==> src/rtl/crc32_word_feeder.sv <==
// Byte-to-word packer and load/compute/capture sequencer for the crc32 engine.
// The packer refills while the engine works on the previous word.
module crc32_word_feeder #(
  parameter int unsigned COMPUTE_CYCLES = 32
) (
  input  logic        clk_i,
  input  logic        rst_i,
  input  logic [7:0]  in_data_i,
  input  logic        in_valid_i,
  input  logic        in_last_i,
  output logic        in_ready_o,
  output logic        crc_rst_n_o,
  output logic        crc_compute_o,
  output logic [31:0] crc_msg_o,
  input  logic [31:0] crc_result_i,
  output logic [31:0] out_data_o,
  output logic        out_last_o,
  output logic        out_valid_o,
  input  logic        out_ready_i
);

  typedef enum logic [2:0] {
    S_IDLE,
    S_LOAD,
    S_COMPUTE,
    S_CAPTURE,
    S_OUTPUT
  } state_e;

  localparam logic [5:0] CYC_LAST = 6'(COMPUTE_CYCLES - 1);

  state_e      state_q, state_d;
  logic [5:0]  cyc_q, cyc_d;

  logic [31:0] pk_word_q, pk_word_d;
  logic [2:0]  pk_cnt_q, pk_cnt_d;
  logic        pk_last_q, pk_last_d;

  logic [31:0] msg_q, msg_d;
  logic        eng_last_q, eng_last_d;

  logic [31:0] out_data_q, out_data_d;
  logic        out_last_q, out_last_d;
  logic        out_valid_q, out_valid_d;
  logic        crc_rst_n_q, crc_rst_n_d;
  logic        crc_compute_q, crc_compute_d;

  logic        pk_full;
  logic        accept;
  logic        xfer;

  assign pk_full    = (pk_cnt_q == 3'd4) | pk_last_q;
  assign in_ready_o = ~pk_full & ~rst_i;
  assign accept     = in_valid_i & in_ready_o;
  assign xfer       = (state_q == S_IDLE) & pk_full;

  // Packer: place bytes big-endian, empty it when the engine takes the word.
  always_comb begin
    pk_word_d = pk_word_q;
    pk_cnt_d  = pk_cnt_q;
    pk_last_d = pk_last_q;
    if (xfer) begin
      pk_word_d = '0;
      pk_cnt_d  = '0;
      pk_last_d = 1'b0;
    end else if (accept) begin
      unique case (pk_cnt_q[1:0])
        2'd0: pk_word_d[31:24] = in_data_i;
        2'd1: pk_word_d[23:16] = in_data_i;
        2'd2: pk_word_d[15:8]  = in_data_i;
        2'd3: pk_word_d[7:0]   = in_data_i;
        default: pk_word_d     = pk_word_q;
      endcase
      pk_cnt_d  = pk_cnt_q + 3'd1;
      pk_last_d = in_last_i;
    end
  end

  // Engine sequencer next state and compute-cycle counter.
  always_comb begin
    state_d = state_q;
    cyc_d   = cyc_q;
    unique case (state_q)
      S_IDLE: begin
        if (pk_full) state_d = S_LOAD;
      end
      S_LOAD: begin
        state_d = S_COMPUTE;
        cyc_d   = '0;
      end
      S_COMPUTE: begin
        if (cyc_q == CYC_LAST) state_d = S_CAPTURE;
        else cyc_d = cyc_q + 6'd1;
      end
      S_CAPTURE: begin
        state_d = S_OUTPUT;
      end
      S_OUTPUT: begin
        if (out_ready_i) state_d = S_IDLE;
      end
      default: begin
        state_d = S_IDLE;
      end
    endcase
  end

  // Engine word register, result capture and strobes decoded from next state.
  always_comb begin
    msg_d         = msg_q;
    eng_last_d    = eng_last_q;
    out_data_d    = out_data_q;
    out_last_d    = out_last_q;
    if (xfer) begin
      msg_d      = pk_word_q;
      eng_last_d = pk_last_q;
    end
    if (state_q == S_CAPTURE) begin
      out_data_d = crc_result_i;
      out_last_d = eng_last_q;
    end
    crc_rst_n_d   = (state_d != S_LOAD);
    crc_compute_d = (state_d == S_COMPUTE);
    out_valid_d   = (state_d == S_OUTPUT);
  end

  // State registers; reset holds the engine in reset and drops all valids.
  always_ff @(posedge clk_i) begin
    if (rst_i) begin
      state_q       <= S_IDLE;
      cyc_q         <= '0;
      pk_word_q     <= '0;
      pk_cnt_q      <= '0;
      pk_last_q     <= 1'b0;
      msg_q         <= '0;
      eng_last_q    <= 1'b0;
      out_data_q    <= '0;
      out_last_q    <= 1'b0;
      out_valid_q   <= 1'b0;
      crc_rst_n_q   <= 1'b0;
      crc_compute_q <= 1'b0;
    end else begin
      state_q       <= state_d;
      cyc_q         <= cyc_d;
      pk_word_q     <= pk_word_d;
      pk_cnt_q      <= pk_cnt_d;
      pk_last_q     <= pk_last_d;
      msg_q         <= msg_d;
      eng_last_q    <= eng_last_d;
      out_data_q    <= out_data_d;
      out_last_q    <= out_last_d;
      out_valid_q   <= out_valid_d;
      crc_rst_n_q   <= crc_rst_n_d;
      crc_compute_q <= crc_compute_d;
    end
  end

  assign crc_rst_n_o   = crc_rst_n_q;
  assign crc_compute_o = crc_compute_q;
  assign crc_msg_o     = msg_q;
  assign out_data_o    = out_data_q;
  assign out_last_o    = out_last_q;
  assign out_valid_o   = out_valid_q;

endmodule

==> config.mk <==
export PLATFORM = sky130hd
export DESIGN_NAME = crc32_word_feeder
export DESIGN_NICKNAME = d
export VERILOG_FILES = /design/src/rtl/crc32_word_feeder.sv
export SDC_FILE = /design/constraint.sdc
export NUM_CORES = 1
export LEC_CHECK = 0
export ABC_AREA = 0
export CAP_MARGIN = 20
export CORE_MARGIN = 1
export CORE_UTILIZATION = 49
export CTS_CLUSTER_SIZE = 10
export DETAILED_ROUTE_END_ITERATION = 10
export GPL_TIMING_DRIVEN = 1
export PLACE_DENSITY = 0.8
export SETUP_SLACK_MARGIN = 0.1
export SYNTH_ARGS = -nofsm -noshare
export SYNTH_HDL_FRONTEND = slang
export SYNTH_SLANG_ARGS = --single-unit
==> constraint.sdc <==
create_clock -name clk_i -period 2.1 [get_ports clk_i]
set_clock_uncertainty 0.2 [all_clocks]
set_input_delay 0.42 -clock clk_i [delete_from_list [all_inputs] [get_ports clk_i]]
set_output_delay 0.42 -clock clk_i [all_outputs]
set_load 0.01 [all_outputs]
==> results.yml <==
run_status:
  outcome: "finished with violations"
  violations: "DRC, setup timing"
timing:
  hold_viol: 0
  setup_slack_ps: -14.0
  final-setup-viol-count: 1
  slew_headroom_pct: 55.7
  drv_slew: 0
  worstMarginPinSlew_ps: 662
  clock.fmax_ghz: 0.473
  rsz0062_at_grt: "yes"
  finalCritPeriodShare_pct: 101
  min_period_ps: 2110
pwr:
  switching_share_pct: 21.8
  pwr-share-seq_pct: 40.1
  clockPowerShare_pct: 53.4
  irDropWorstVdd_uv: 723
  p_switching_mw: 1.19
  p_leak_nw: 2.65
  p_int_mw: 4.29
  power_density_nw_per_um2: 862
  pwr-share-comb_pct: 6.5
synthesis:
  async_flop_share_pct: 0
  synth.top_cells.by_count: "dfxtp_1, a21oi_1, nand3_1, nand2_1, o21ai_0"
  ys_seq_elements: 114
  yosysTopAreaCellShare_pct: 50.5
  yosysWarnings: 0
  synthCells: 541
  post-synth-top-count-cell: "dfxtp_1"
  synth_edf_count: 0
  syn_area_um2: 4520
  yosys.cell_types.count: 43
  synth_top_cells_by_area: "dfxtp_1, a21oi_1, nand3_1, o21ai_0, nand2_1"
  synth_nets: 591
  syn_area_per_cell_um2: 8.35
  yosys.area.top_type: "dfxtp_1"
  synthFlopType: "dfxtp_1"
  yosysSeqAreaShare_pct: 50.5
place:
  placed_cell_area_um2: 5750
  io_buffers: 113
  pre_cts_ws_ps: -56.6
  dp_hpwl_mm: 8.14
  gp_congestion: 0.894
global_route:
  grt_pass1_vias: 4163
  grt_pass1_wl_mm: 19.7
  globalRouteOverflowTotal: 0
  grt_util_all_layers_pct: 25.6
  antenna_found_initial: 0
  grt_max_degree: 45
route:
  drcViolationCount: 18
  wl_mm: 12.0
  drtIter0Drc: 272
  via_per_inst: 5.68
  drt-pass1-iter-count: 8
  antenna_left: 0
  via_count: 4382
  post_drt_wl_per_cell_um: 15.6
layout:
  multi_input_area_um2: 2000
  regArea_um2: 2280
  fillCellCount: 707
  fin_area_um2: 6360
  final_nets: 701
  drive_gt1_share_pct: 12.3
  synthToLayoutAreaGrowth_pct: 40.9
  diodes: 0
cts:
  clock_path_buffers: 2
  cts.sinks: 114
  clockRootBuffer: "clkbuf_8"
  clk_pin_slew_ps: 50
  numCtsBuffers: 17
  cts_tree: "built"
  post-cts-setup-buffers: 0
  htree_num_levels: 4
  clock_latency_ps: 510
run:
  maxCapViolations: 0
setup_path:
  cp-end-kind: "primary output"
  critical_path_class: "flip-flop to primary output"
  crit_fanout: 2
  arrival_ps: 1490
  required_ps: 1480
  critPathLaunchType: "flip-flop"
floorplanning:
  die_h_um: 98.0
  dieArea_um2: 9600
  die_x_um: 98.0
  boundaryPins: 114
  rows: 34
  initial_utilization_pct: 51.3
  core-area_um2: 8810
min_path:
  hold_class: "primary input to flip-flop"
[logic make-up after synthesis]
family / Yosys count / synth area share (%)
muxes: 4 / 0.887
AOI/OAI and AO/OA: 188 / 22.8
and+or+nand+nor: 174 / 18.6
buffers and inverters: 56 / 5.85
DFF: 114 / 50.5
adders and majority gates: 5 / 1.39
[metal layers]
layer  wire length [um]  GRT usage (%)
met1               4980           30.8
met2               5990           44.9
met3                936           5.73
met4                125           8.51
met5                  0              0
[layout by cell type, fill, tap and decap left out, types with 3 or more instances in the layout]
cell / netlist / final
dfxtp_1: 114 / 112
a21oi_1: 95 / 94
nand3_1: 74 / 74
nand2_1: 72 / 72
o21ai_0: 70 / 70
dlygate4sd2_1: 0 / 55
clkdlybuf4s50_1: 0 / 44
buf_4: 1 / 23
clkbuf_16: 0 / 16
dlymetal6s2s_1: 0 / 12
a21oi_2: 10 / 11
inv_1: 8 / 5
clkinvlp_4: 0 / 5
nor2b_1: 4 / 4
mux2i_1: 4 / 4
ha_1: 5 / 4
bufinv_16: 0 / 4
inv_2: 0 / 3
nand3b_1: 3 / 3
a211oi_1: 3 / 3
nand2b_1: 3 / 3
[power by group through the flow]
stage | Clock, mW | Combinational [mW] | Sequential [mW]
3_3_place_gp | 0 | 0.330 | 2.24
3_5_place_dp | 0 | 0.340 | 2.24
2_1_floorplan | 0 | 0.178 | 2.24
5_1_grt | 3.07 | 0.382 | 2.20
6_report | 2.93 | 0.355 | 2.20
4_1_cts | 2.97 | 0.349 | 2.20
[through the flow]
step	TNS [ps]	std cells	hold WS (ps)	util, %	power, mW
global placement	0	739	242	65.3	2.57
CTS	-90.8	772	187	71.8	5.52
global route	-62.6	772	231	72.2	5.65
finish	-14.0	772	214	72.2	5.48
floorplan	0	541	228	-	2.42
detailed placement	-237	739	246	65.3	2.58
[flip-flops by register name (all words and copies together) (netlist names), 3 cells and up]
name,cells
crc_msg_o,32
out_data_o,32
pk_word_q,32
cyc_q,6
pk_cnt_q,3
state_q,3
[cell type report]
type | count | area share [%]
multi-input cells | 372 | 31.5
clock buffers | 19 | 6.79
clock inverters | 13 | 2.91
well taps | 108 | 2.12
flip-flops and latches | 114 | 35.9
inverters | 8 | 0.472
repair buffers | 138 | 20.3
[path summary, 6_finish.rpt]
path / startpoint / to / slack, ps / cells past startpoint
worst max-delay path: pk_cnt_q[1]$_SDFFE_PP0P_ / in_ready_o / -10 / 5
worst min-delay path: rst_i / pk_cnt_q[2]$_SDFFE_PP0P_ / 210 / 4
worst max register to register: state_q[1]$_SDFF_PP0_ / pk_word_q[18]$_SDFFE_PP0P_ / 230 / 3
worst min register to register: out_data_o[10]$_SDFFE_PP0N_ / out_data_o[10]$_SDFFE_PP0N_ / 250 / 2
[critical path, stage by stage, from the launching register on]
cell and delay [ps]:
dfxtp_2 330, inv_2 50, ha_4 150, a211o_1 280, inv_2 70, buf_6 100
[what timing repair did]
item / CTS / global route
endpoints found under the setup margin: 92 / 33
pin swaps: 3 / 2
hold buffers: 0 / 0
gates cloned: 1 / 0
resized for setup: 66 / 15
Note: power is estimated with default switching activity, not from simulation.
